==> src/rtl/vga_overlay_ctrl_if.sv <==
// ---------------------------------------------------------------------------
// vga_overlay_ctrl_if
// Bundles the overlay-controller bus: box configuration and background pixel
// in from the frame-buffer side, DAC colour/sync/fetch/coordinates out.
//   master : the controller (drives VGA_*, REQUEST_DATA, SCREEN_*, FRAME_START)
//   slave  : the environment (drives BOX_* and VGA_*_IN)
// ---------------------------------------------------------------------------
interface vga_overlay_ctrl_if #(
    parameter int unsigned NUM_BOXES = 4
);
    logic [NUM_BOXES-1:0]    BOX_ENABLE;
    logic [NUM_BOXES-1:0]    BOX_MODE;
    logic [10*NUM_BOXES-1:0] BOX_LEFT;
    logic [10*NUM_BOXES-1:0] BOX_TOP;
    logic [10*NUM_BOXES-1:0] BOX_RIGHT;
    logic [10*NUM_BOXES-1:0] BOX_BOTTOM;
    logic [24*NUM_BOXES-1:0] BOX_COLOR;
    logic [7:0]              VGA_R_IN;
    logic [7:0]              VGA_G_IN;
    logic [7:0]              VGA_B_IN;
    logic [7:0]              VGA_R;
    logic [7:0]              VGA_G;
    logic [7:0]              VGA_B;
    logic                    VGA_BLANK_N;
    logic                    VGA_SYNC_N;
    logic                    VGA_HS;
    logic                    VGA_VS;
    logic                    REQUEST_DATA;
    logic [9:0]              SCREEN_X;
    logic [9:0]              SCREEN_Y;
    logic                    FRAME_START;

    modport master (
        input  BOX_ENABLE, BOX_MODE, BOX_LEFT, BOX_TOP, BOX_RIGHT, BOX_BOTTOM,
        input  BOX_COLOR, VGA_R_IN, VGA_G_IN, VGA_B_IN,
        output VGA_R, VGA_G, VGA_B, VGA_BLANK_N, VGA_SYNC_N, VGA_HS, VGA_VS,
        output REQUEST_DATA, SCREEN_X, SCREEN_Y, FRAME_START
    );

    modport slave (
        output BOX_ENABLE, BOX_MODE, BOX_LEFT, BOX_TOP, BOX_RIGHT, BOX_BOTTOM,
        output BOX_COLOR, VGA_R_IN, VGA_G_IN, VGA_B_IN,
        input  VGA_R, VGA_G, VGA_B, VGA_BLANK_N, VGA_SYNC_N, VGA_HS, VGA_VS,
        input  REQUEST_DATA, SCREEN_X, SCREEN_Y, FRAME_START
    );
endinterface

==> src/rtl/vga_overlay_ctrl.sv <==
// ---------------------------------------------------------------------------
// vga_overlay_ctrl
// VGA timing generator with look-ahead pixel fetch and an N-box prioritised
// colour overlay (fill or outline), box geometry shadowed per frame.
// Ports:
//   VGA_CLK  : pixel clock
//   RESET_N  : synchronous active-low reset
//   bus      : vga_overlay_ctrl_if.master (box config, background pixel in;
//              RGB, blank, sync, fetch strobe, coordinates, frame pulse out)
// All outputs are registered one cycle behind the h/v counters.
// ---------------------------------------------------------------------------
module vga_overlay_ctrl #(
    parameter int unsigned H_ACTIVE   = 640,
    parameter int unsigned H_FP       = 16,
    parameter int unsigned H_SYNC     = 96,
    parameter int unsigned H_BP       = 48,
    parameter int unsigned V_ACTIVE   = 480,
    parameter int unsigned V_FP       = 10,
    parameter int unsigned V_SYNC     = 2,
    parameter int unsigned V_BP       = 33,
    parameter bit          HS_POL     = 1'b0,
    parameter bit          VS_POL     = 1'b0,
    parameter int unsigned NUM_BOXES  = 4,
    parameter int unsigned BORDER_W   = 2,
    parameter int unsigned FETCH_LEAD = 2
) (
    input  logic               VGA_CLK,
    input  logic               RESET_N,
    vga_overlay_ctrl_if.master bus
);

    localparam int unsigned CW     = 10;
    localparam int unsigned CW1    = CW + 1;
    localparam int unsigned H_TOT  = H_ACTIVE + H_FP + H_SYNC + H_BP;
    localparam int unsigned V_TOT  = V_ACTIVE + V_FP + V_SYNC + V_BP;
    localparam int unsigned HS_BEG = H_ACTIVE + H_FP;
    localparam int unsigned HS_END = HS_BEG + H_SYNC;
    localparam int unsigned VS_BEG = V_ACTIVE + V_FP;
    localparam int unsigned VS_END = VS_BEG + V_SYNC;
    // Request is registered, so it must look one position further than the lead.
    localparam int unsigned LOOK   = FETCH_LEAD + 1;
    localparam int unsigned GW     = 10 * NUM_BOXES;
    localparam int unsigned CLW    = 24 * NUM_BOXES;

    logic [CW-1:0]        hcnt_q, hcnt_d, vcnt_q, vcnt_d;
    logic                 line_end_c, frame_end_c;
    logic [CW1-1:0]       h_look_sum_c;
    logic [CW-1:0]        h_look_c, v_look_c;
    logic                 active_c;

    logic [NUM_BOXES-1:0] sh_en_q, sh_mode_q;
    logic [GW-1:0]        sh_left_q, sh_top_q, sh_right_q, sh_bottom_q;
    logic [CLW-1:0]       sh_color_q;
    logic [NUM_BOXES-1:0] hit_c;
    logic [23:0]          pix_c;

    logic [23:0]          rgb_q, rgb_d;
    logic                 blank_n_q, blank_n_d;
    logic                 hs_q, hs_d, vs_q, vs_d;
    logic                 req_q, req_d;
    logic                 fs_q, fs_d;
    logic [CW-1:0]        sx_q, sy_q;

    // Raster counters, fetch look-ahead and next-state of the timing outputs.
    always_comb begin
        line_end_c  = (hcnt_q == CW'(H_TOT - 1));
        frame_end_c = line_end_c && (vcnt_q == CW'(V_TOT - 1));

        hcnt_d = line_end_c ? '0 : hcnt_q + CW'(1);
        vcnt_d = vcnt_q;
        if (line_end_c) begin
            vcnt_d = frame_end_c ? '0 : vcnt_q + CW'(1);
        end

        // Look-ahead position wraps into the next line, and from the last line into line 0.
        h_look_sum_c = {1'b0, hcnt_q} + CW1'(LOOK);
        if (h_look_sum_c >= CW1'(H_TOT)) begin
            h_look_c = CW'(h_look_sum_c - CW1'(H_TOT));
            v_look_c = (vcnt_q == CW'(V_TOT - 1)) ? '0 : vcnt_q + CW'(1);
        end else begin
            h_look_c = CW'(h_look_sum_c);
            v_look_c = vcnt_q;
        end

        active_c  = (hcnt_q < CW'(H_ACTIVE)) && (vcnt_q < CW'(V_ACTIVE));
        blank_n_d = active_c;
        hs_d      = ((hcnt_q >= CW'(HS_BEG)) && (hcnt_q < CW'(HS_END))) ? HS_POL : ~HS_POL;
        vs_d      = ((vcnt_q >= CW'(VS_BEG)) && (vcnt_q < CW'(VS_END))) ? VS_POL : ~VS_POL;
        req_d     = (h_look_c < CW'(H_ACTIVE)) && (v_look_c < CW'(V_ACTIVE));
        fs_d      = (hcnt_q == '0) && (vcnt_q == '0);
    end

    // Per-box hit test against the shadow geometry; inverted bounds never match.
    for (genvar gi = 0; gi < int'(NUM_BOXES); gi++) begin : g_box
        logic [CW-1:0] left_c, top_c, right_c, bottom_c;
        logic          in_box_c, on_edge_c;

        assign left_c    = sh_left_q[10*gi +: 10];
        assign top_c     = sh_top_q[10*gi +: 10];
        assign right_c   = sh_right_q[10*gi +: 10];
        assign bottom_c  = sh_bottom_q[10*gi +: 10];
        assign in_box_c  = (hcnt_q >= left_c) && (hcnt_q <= right_c) &&
                           (vcnt_q >= top_c)  && (vcnt_q <= bottom_c);
        // Differences are only meaningful when in_box_c holds, which gates them.
        assign on_edge_c = ((hcnt_q - left_c)   < CW'(BORDER_W)) ||
                           ((right_c - hcnt_q)  < CW'(BORDER_W)) ||
                           ((vcnt_q - top_c)    < CW'(BORDER_W)) ||
                           ((bottom_c - vcnt_q) < CW'(BORDER_W));
        assign hit_c[gi] = sh_en_q[gi] && in_box_c && (!sh_mode_q[gi] || on_edge_c);
    end

    // Priority compositor: walk high to low so the lowest-index hit is applied last.
    always_comb begin
        pix_c = {bus.VGA_R_IN, bus.VGA_G_IN, bus.VGA_B_IN};
        for (int i = int'(NUM_BOXES) - 1; i >= 0; i--) begin
            if (hit_c[i]) begin
                pix_c = sh_color_q[24*i +: 24];
            end
        end
        rgb_d = active_c ? pix_c : '0;
    end

    // Counters, output stage and frame-synchronous shadow registers.
    always_ff @(posedge VGA_CLK) begin
        if (!RESET_N) begin
            hcnt_q      <= '0;
            vcnt_q      <= '0;
            rgb_q       <= '0;
            blank_n_q   <= 1'b0;
            hs_q        <= ~HS_POL;
            vs_q        <= ~VS_POL;
            req_q       <= 1'b0;
            fs_q        <= 1'b0;
            sx_q        <= '0;
            sy_q        <= '0;
            sh_en_q     <= '0;
            sh_mode_q   <= '0;
            sh_left_q   <= '0;
            sh_top_q    <= '0;
            sh_right_q  <= '0;
            sh_bottom_q <= '0;
            sh_color_q  <= '0;
        end else begin
            hcnt_q    <= hcnt_d;
            vcnt_q    <= vcnt_d;
            rgb_q     <= rgb_d;
            blank_n_q <= blank_n_d;
            hs_q      <= hs_d;
            vs_q      <= vs_d;
            req_q     <= req_d;
            fs_q      <= fs_d;
            sx_q      <= hcnt_q;
            sy_q      <= vcnt_q;
            if (frame_end_c) begin
                sh_en_q     <= bus.BOX_ENABLE;
                sh_mode_q   <= bus.BOX_MODE;
                sh_left_q   <= bus.BOX_LEFT;
                sh_top_q    <= bus.BOX_TOP;
                sh_right_q  <= bus.BOX_RIGHT;
                sh_bottom_q <= bus.BOX_BOTTOM;
                sh_color_q  <= bus.BOX_COLOR;
            end
        end
    end

    assign bus.VGA_R        = rgb_q[23:16];
    assign bus.VGA_G        = rgb_q[15:8];
    assign bus.VGA_B        = rgb_q[7:0];
    assign bus.VGA_BLANK_N  = blank_n_q;
    assign bus.VGA_SYNC_N   = 1'b0;
    assign bus.VGA_HS       = hs_q;
    assign bus.VGA_VS       = vs_q;
    assign bus.REQUEST_DATA = req_q;
    assign bus.SCREEN_X     = sx_q;
    assign bus.SCREEN_Y     = sy_q;
    assign bus.FRAME_START  = fs_q;

endmodule
==> src/flat_wrapper.sv <==
// flat-port wrapper written by rule: the top's interface ports become plain ports
module vga_overlay_ctrl_flat 
#(
    parameter int unsigned H_ACTIVE   = 640,
    parameter int unsigned H_FP       = 16,
    parameter int unsigned H_SYNC     = 96,
    parameter int unsigned H_BP       = 48,
    parameter int unsigned V_ACTIVE   = 480,
    parameter int unsigned V_FP       = 10,
    parameter int unsigned V_SYNC     = 2,
    parameter int unsigned V_BP       = 33,
    parameter bit          HS_POL     = 1'b0,
    parameter bit          VS_POL     = 1'b0,
    parameter int unsigned NUM_BOXES  = 4,
    parameter int unsigned BORDER_W   = 2,
    parameter int unsigned FETCH_LEAD = 2
)
  (VGA_CLK, RESET_N, bus_BOX_ENABLE, bus_BOX_MODE, bus_BOX_LEFT, bus_BOX_TOP, bus_BOX_RIGHT, bus_BOX_BOTTOM, bus_BOX_COLOR, bus_VGA_R_IN, bus_VGA_G_IN, bus_VGA_B_IN, bus_VGA_R, bus_VGA_G, bus_VGA_B, bus_VGA_BLANK_N, bus_VGA_SYNC_N, bus_VGA_HS, bus_VGA_VS, bus_REQUEST_DATA, bus_SCREEN_X, bus_SCREEN_Y, bus_FRAME_START);
  vga_overlay_ctrl_if #(.NUM_BOXES(NUM_BOXES)) bus_i ();
  input  logic VGA_CLK;
  input  logic RESET_N;
  input wire logic [$bits(bus_i.BOX_ENABLE)-1:0] bus_BOX_ENABLE;
  input wire logic [$bits(bus_i.BOX_MODE)-1:0] bus_BOX_MODE;
  input wire logic [$bits(bus_i.BOX_LEFT)-1:0] bus_BOX_LEFT;
  input wire logic [$bits(bus_i.BOX_TOP)-1:0] bus_BOX_TOP;
  input wire logic [$bits(bus_i.BOX_RIGHT)-1:0] bus_BOX_RIGHT;
  input wire logic [$bits(bus_i.BOX_BOTTOM)-1:0] bus_BOX_BOTTOM;
  input wire logic [$bits(bus_i.BOX_COLOR)-1:0] bus_BOX_COLOR;
  input wire logic [$bits(bus_i.VGA_R_IN)-1:0] bus_VGA_R_IN;
  input wire logic [$bits(bus_i.VGA_G_IN)-1:0] bus_VGA_G_IN;
  input wire logic [$bits(bus_i.VGA_B_IN)-1:0] bus_VGA_B_IN;
  output wire logic [$bits(bus_i.VGA_R)-1:0] bus_VGA_R;
  output wire logic [$bits(bus_i.VGA_G)-1:0] bus_VGA_G;
  output wire logic [$bits(bus_i.VGA_B)-1:0] bus_VGA_B;
  output wire logic [$bits(bus_i.VGA_BLANK_N)-1:0] bus_VGA_BLANK_N;
  output wire logic [$bits(bus_i.VGA_SYNC_N)-1:0] bus_VGA_SYNC_N;
  output wire logic [$bits(bus_i.VGA_HS)-1:0] bus_VGA_HS;
  output wire logic [$bits(bus_i.VGA_VS)-1:0] bus_VGA_VS;
  output wire logic [$bits(bus_i.REQUEST_DATA)-1:0] bus_REQUEST_DATA;
  output wire logic [$bits(bus_i.SCREEN_X)-1:0] bus_SCREEN_X;
  output wire logic [$bits(bus_i.SCREEN_Y)-1:0] bus_SCREEN_Y;
  output wire logic [$bits(bus_i.FRAME_START)-1:0] bus_FRAME_START;
  assign bus_i.BOX_ENABLE = bus_BOX_ENABLE;
  assign bus_i.BOX_MODE = bus_BOX_MODE;
  assign bus_i.BOX_LEFT = bus_BOX_LEFT;
  assign bus_i.BOX_TOP = bus_BOX_TOP;
  assign bus_i.BOX_RIGHT = bus_BOX_RIGHT;
  assign bus_i.BOX_BOTTOM = bus_BOX_BOTTOM;
  assign bus_i.BOX_COLOR = bus_BOX_COLOR;
  assign bus_i.VGA_R_IN = bus_VGA_R_IN;
  assign bus_i.VGA_G_IN = bus_VGA_G_IN;
  assign bus_i.VGA_B_IN = bus_VGA_B_IN;
  assign bus_VGA_R = bus_i.VGA_R;
  assign bus_VGA_G = bus_i.VGA_G;
  assign bus_VGA_B = bus_i.VGA_B;
  assign bus_VGA_BLANK_N = bus_i.VGA_BLANK_N;
  assign bus_VGA_SYNC_N = bus_i.VGA_SYNC_N;
  assign bus_VGA_HS = bus_i.VGA_HS;
  assign bus_VGA_VS = bus_i.VGA_VS;
  assign bus_REQUEST_DATA = bus_i.REQUEST_DATA;
  assign bus_SCREEN_X = bus_i.SCREEN_X;
  assign bus_SCREEN_Y = bus_i.SCREEN_Y;
  assign bus_FRAME_START = bus_i.FRAME_START;
  vga_overlay_ctrl #(.H_ACTIVE(H_ACTIVE), .H_FP(H_FP), .H_SYNC(H_SYNC), .H_BP(H_BP), .V_ACTIVE(V_ACTIVE), .V_FP(V_FP), .V_SYNC(V_SYNC), .V_BP(V_BP), .HS_POL(HS_POL), .VS_POL(VS_POL), .NUM_BOXES(NUM_BOXES), .BORDER_W(BORDER_W), .FETCH_LEAD(FETCH_LEAD)) u_core (.VGA_CLK(VGA_CLK), .RESET_N(RESET_N), .bus(bus_i));
endmodule
==> config.mk <==
export PLATFORM = sky130hd
export DESIGN_NAME = vga_overlay_ctrl_flat
export DESIGN_NICKNAME = d
export VERILOG_FILES = /design/src/rtl/vga_overlay_ctrl_if.sv /design/src/rtl/vga_overlay_ctrl.sv /design/src/flat_wrapper.sv
export SDC_FILE = /design/constraint.sdc
export NUM_CORES = 1
export LEC_CHECK = 0
export CAP_MARGIN = 20
export CORE_ASPECT_RATIO = 1.25
export CORE_MARGIN = 2
export CORE_UTILIZATION = 49
export DETAILED_ROUTE_END_ITERATION = 10
export GPL_TIMING_DRIVEN = 0
export PLACE_DENSITY = 0.75
export SLEW_MARGIN = 25
export SYNTH_ARGS = -nofsm -noshare
export SYNTH_HDL_FRONTEND = slang
export SYNTH_SLANG_ARGS = --single-unit
==> constraint.sdc <==
create_clock -name VGA_CLK -period 4.3 [get_ports VGA_CLK]
set_input_delay 0.43 -clock VGA_CLK [delete_from_list [all_inputs] [get_ports VGA_CLK]]
set_output_delay 0.43 -clock VGA_CLK [all_outputs]
set_load 0.01 [all_outputs]
Yosys cells after proc, flatten, opt, wreduce, memory -nomap -nowiden:

Cells that the tools add are included.

* memory bits (writable): 0
* bits in read-only memories: 0
* bits in registers: 333
* output and inout port bits: 50
* word-level logic and storage cells: 141
* memories kept: 0
* bits in latches: 0
* bits of input ports: 290

* divide/modulo/power cells: 0
* muxes and demuxes: 10
* bitwise operators: 1
* equality and inequality tests: 2
* shifts and indexed selects: 0
* magnitude comparators: 41
* reduce and logical (&&, ||, !) cells: 50
* $mul: 0
* $add $sub $neg: 20

Operators by type and width (number)
* 10-bit by 2-bit less-than comparator with 1-bit output, second input constant: 16
* 10-bit subtractor: 16
* 24-bit 2-to-1 mux: 4
* 10-bit greater-or-equal comparator: 8
* 10-bit less-or-equal comparator: 8
* 10-bit 2-to-1 mux: 4
* 10-bit less-than comparator, second input constant: 3
* 10-bit by 9-bit less-than comparator with 1-bit output, second input constant: 3
* 1-bit logical AND: 26
* 10-bit by 1-bit adder with 10-bit output, second input constant: 2
* 10-bit equality test, second input constant: 2
* 10-bit zero test: 2
* 1-bit logical OR: 16
* 10-bit by 2-bit adder with 11-bit output, second input constant: 1
* 11-bit by 10-bit greater-or-equal comparator with 1-bit output, second input constant: 1
* 10-bit greater-or-equal comparator, second input constant: 1
* 10-bit by 9-bit greater-or-equal comparator with 1-bit output, second input constant: 1
* 10-bit subtractor, second input constant: 1
* 1-bit zero test: 4
* 1-bit 2-to-1 mux: 2
* 2-bit AND reduction: 1
* 2-bit OR reduction: 1
* 1-bit inverter: 1

Depth between registers and ports, before layout:

* depth after elaboration: 11
* gate-level depth with buffers: 16
* gate-level depth less buffers: 14

Least setup slack after synthesis:

No wires, ideal clock.

* path kind: register -> register
* start point: register u_core.hcnt_q[1]
* end point: register u_core.rgb_q[10]
* path buffers: 1
* required time: 4.183 ns
* period minus slack after synthesis: 4.081 ns
* cell stages (with the launch flop): 14
* slack: 0.219 ns
* arrival: 3.964 ns
* library setup time: 0.117 ns
* path through: dfxtp_1 -> inv_1 -> fa_1 -> xor2_1 -> a2111oi_4 -> o2111ai_1 -> or4_1 -> o31ai_2 -> a31oi_1 -> a311oi_4 -> buf_8 -> mux2i_1 -> nand2_1 -> a32o_2

* cells in the longest elaborated chain, start to end: 11
* elaborated cells between the ends (all ways): 67
* those cells by class: add/sub (8); order compare (17); mux (4); reduce/logical (38)

Ends and longest elaborated chain
* start: declaration: RTL line vga_overlay_ctrl.sv:45 `logic [CW-1:0] hcnt_q, hcnt_d, vcnt_q, vcnt_d;`
* start signal: assignment: RTL line vga_overlay_ctrl.sv:144 `hcnt_q <= hcnt_d;`
* 10-bit subtractor, on equally long branches: RTL line vga_overlay_ctrl.sv:105, vga_overlay_ctrl.sv:106
* 10-bit by 2-bit less-than comparator with 1-bit output, on equally long branches: RTL line vga_overlay_ctrl.sv:105, vga_overlay_ctrl.sv:106
* 1-bit logical OR: RTL line vga_overlay_ctrl.sv:105 `assign on_edge_c = ((hcnt_q - left_c) < CW'(BORDER_W)) ||`
* 1-bit logical OR: RTL line vga_overlay_ctrl.sv:106 `((right_c - hcnt_q) < CW'(BORDER_W)) ||`
* 1-bit logical OR: RTL line vga_overlay_ctrl.sv:107 `((vcnt_q - top_c) < CW'(BORDER_W)) ||`
* 1-bit logical OR: RTL line vga_overlay_ctrl.sv:109 `assign hit_c[gi] = sh_en_q[gi] && in_box_c && (!sh_mode_q[gi] || on_edge_c);`
* 1-bit logical AND: RTL line vga_overlay_ctrl.sv:109
* 24-bit 2-to-1 mux (4 in a row): RTL line vga_overlay_ctrl.sv:116 `if (hit_c[i]) begin`
* end signal: assignment: RTL line vga_overlay_ctrl.sv:146 `rgb_q <= rgb_d;`
* end: declaration: RTL line vga_overlay_ctrl.sv:57 `logic [23:0] rgb_q, rgb_d;`

Several ways; a longest one is shown, not always the timed one.
A chain may end at the register's enable or synchronous reset.

Final worst setup path:

* start point: register u_core.hcnt_q[0]
* end point: register u_core.rgb_q[4]

Same word-level chain as after synthesis.

==> reports/summary.txt <==
CP Data Required Time: 4.74 ns
Longest Clk Path Bufs: 3
Tot GR Track Use: 0.309
H-tree level count: 2
Core Rows: 84
Commonest cells in the synthesized netlist: nand2_1, dfxtp_1, a21boi_0
Top-count cell post-synth: nand2_1
NetSw: 1.64 mW
Sw frac: 0.234
Hold Slack: 0.435 ns
Chip Height: 233 microns
Clock Tree Root: clkbuf_16
Die W: 188 microns
Slew headroom: 0.279
First-pass GRT wire length: 107000 microns
Die area: 0.0438 sq mm
Mapped Cells: 2631
Final Net Count: 3495
Period minus WS final: 4.20 ns
Area of the mapped netlist: 0.0206 sq mm
Synth async-reset ratio: 0
Pwr Total: 7.02 mW
Final core occ: 0.628
Synth top area share: 0.323
GRT met3 Usage: 0.0542
Total nets after synthesis: 3101
Reg clk slew, reported paths: 0.06 ns
Area Overhead vs Synth: 27.3%
Synth area leaders: dfxtp_1, nand2_1, a21boi_0
Core area: 0.0418 sq mm
# IOs: 340
Combinational share of power: 0.107
Detailed-route DRC error count: 0
RSZ-0062 raised after global routing: false
Synth unique cells: 78
Initial Util: 0.493
Area leader, netlist: dfxtp_1
Grt met2 use: 0.565
Critical Path Start Type: flop
Fin. max-slew vios: 0
LEAKAGE: 9.88 nW
Filler cells: 3827
Max cap viols: 0
First DRT Iteration DRCs: 1226
DR pass1 iterations: 7
I/O Buffers: 337
DR vias/cell: 5.63
Wire per inst: 19.2 microns
Synthesized flop and latch total: 333
Synthesis warning total: 0
Via count: 20.3k
CP max FO: 10
Clock latency at the later pin of the worst-skew pair: 0.56 ns
Final Skew: 0.0295 ns
Vias in the first global route: 20.2k
Final Cycle Share: 0.977
WP data arrival: 4.64 ns
Routability congestion estimate: 0.963
Tightest Pin Transition: 1.08 ns
Num CTS Buffers: 36
CP endpoint kind: flop
Ys flop type: dfxtp_1
Detailed-placement wirelength estimate: 54500 microns
Clock Sinks: 333
Setup violators final: 0
Seq/Total Area, Yosys: 0.323
Most Used Layer, Global Route: met2
Number of synthesized flops with an enable pin: 0
DRT Wirelength: 69300 microns
Final ANT Viol Nets: 0
Share of cells above drive strength 1: 0.0567
Clock share of power: 0.449
Worst setup path class: reg2reg
Worst Hold Class: in2reg
Sequential power share: 0.443
Pint: 5.38 mW
Met1 usage: 0.345
Power per cell area: 268 mW/mm^2
Outcome: finished clean
TritonCTS clock tree: done
Initial antenna violation count: 7
Fin. Hold Viols: 0
Largest net degree at the start of global routing: 16
VDD IR max: 0.278 mV
Synth Area per Inst: 7.84 sq um
Fmax: 238 MHz
GRT Residual Overflow: 0
[worst max-delay path: stages, from the launching register on]
cell and delay (ns):
dfxtp_4 0.41, inv_4 0.14, ha_1 0.18, inv_1 0.05
fa_1 0.40, a21oi_1 0.23, o2111ai_2 0.23, o311a_1 0.34
o2111ai_1 0.32, a2111oi_4 0.15, a311o_1 0.36, o21ai_4 0.29
and2_1 0.17, buf_2 0.17, clkbuf_4 0.22, nand2_1 0.09
a32o_2 0.30
[power groups by stage]
stage | Clock, mW | Sequential (mW) | Combinational, mW
floorplan | 0 | 3.19 | 0.304
global placement | 0 | 3.19 | 0.714
detailed placement | 0 | 3.19 | 0.722
CTS | 3.19 | 3.12 | 0.741
global route | 3.30 | 3.11 | 0.805
finish | 3.16 | 3.12 | 0.753
[flip-flops by register name (all words and copies together) (netlist names), 4 cells and up]
| signal | cells |
|---|---|
| u_core.bus.SCREEN_X | 10 |
| u_core.bus.SCREEN_Y | 10 |
| u_core.hcnt_q | 10 |
| u_core.rgb_q | 24 |
| u_core.sh_bottom_q | 40 |
| u_core.sh_color_q | 96 |
| u_core.sh_en_q | 4 |
| u_core.sh_left_q | 40 |
| u_core.sh_mode_q | 4 |
| u_core.sh_right_q | 40 |
| u_core.sh_top_q | 40 |
| u_core.vcnt_q | 10 |
[timing repair]
action,4_1_cts,5_1_grt
setup buffers,11,10
hold buffers,0,0
endpoints found under the setup margin,24,24
pin swaps,2,2
gates resized for setup,36,38
[per-layer routing]
layer  wire length, microns  vias to the layer above  share of wire
met1                  26700                     9432           0.39
met5                    109                        -         0.0016
li1                       -                     9916              -
met2                  34200                      790           0.49
met4                   3570                       10          0.052
met3                   4760                      182          0.069
[path summary, 6_finish.rpt]
check,start,end,slack [ns],depth (start not counted)
min,bus_BOX_COLOR[91],u_core.sh_color_q[91],0.44,3
max,u_core.hcnt_q[0],u_core.rgb_q[4],0.10,16
min reg2reg,u_core.sh_left_q[23],u_core.sh_left_q[23],0.46,2
max reg2reg,u_core.hcnt_q[0],u_core.rgb_q[4],0.10,16
[layout make-up]
cell class                      count  area, sq um  share of cell area
Multi-Input combinational cell   2018        13000               0.494
Sequential cell                   333         6710               0.255
Timing Repair Buffer              358         3540               0.135
Clock buffer                       52         1010              0.0385
Tap cell                          559          699              0.0266
Inverter                          155          611              0.0233
Buffer                            123          529              0.0202
Clock inverter                     12          169             0.00643
Antenna cell                        3         7.51            0.000286
[per-stage QoR]
step | instance area [sq um] | TNS, ns | setup slack [ns] | cells
after detailed placement | 24700 | -22.09 | -1.07 | 3527
after floorplan | 20600 | 0 | 0.219 | 2631
after global routing | 26300 | 0 | 0.00384 | 3612
final | 26300 | 0 | 0.101 | 3613
after global placement | 24700 | -24.73 | -1.15 | 3527
after CTS | 26100 | 0 | 0.00250 | 3602
[cells by family after synthesis]
group,count (synthesis),share of synthesized area
compound gates,718,0.246
xor+xnor,71,0.0301
fa+ha+maj,180,0.115
buf+inv,280,0.0533
flops,333,0.323
mux,36,0.0176
other cells,1,0.000182
simple gates,1012,0.214
[layout by cell type (no fill, tap or decap), types with 82 or more instances in the layout]
| cell type | n |
|---|---|
| o21ai_0 | 82 |
| nand2_1 | 609 |
| a21boi_0 | 274 |
| clkdlybuf4s50_1 | 337 |
| dfxtp_1 | 317 |
| nor2_1 | 144 |
| inv_1 | 147 |
| clkbuf_1 | 112 |
| a21oi_1 | 126 |
| ha_1 | 161 |
(Power assumes the default switching activity.)
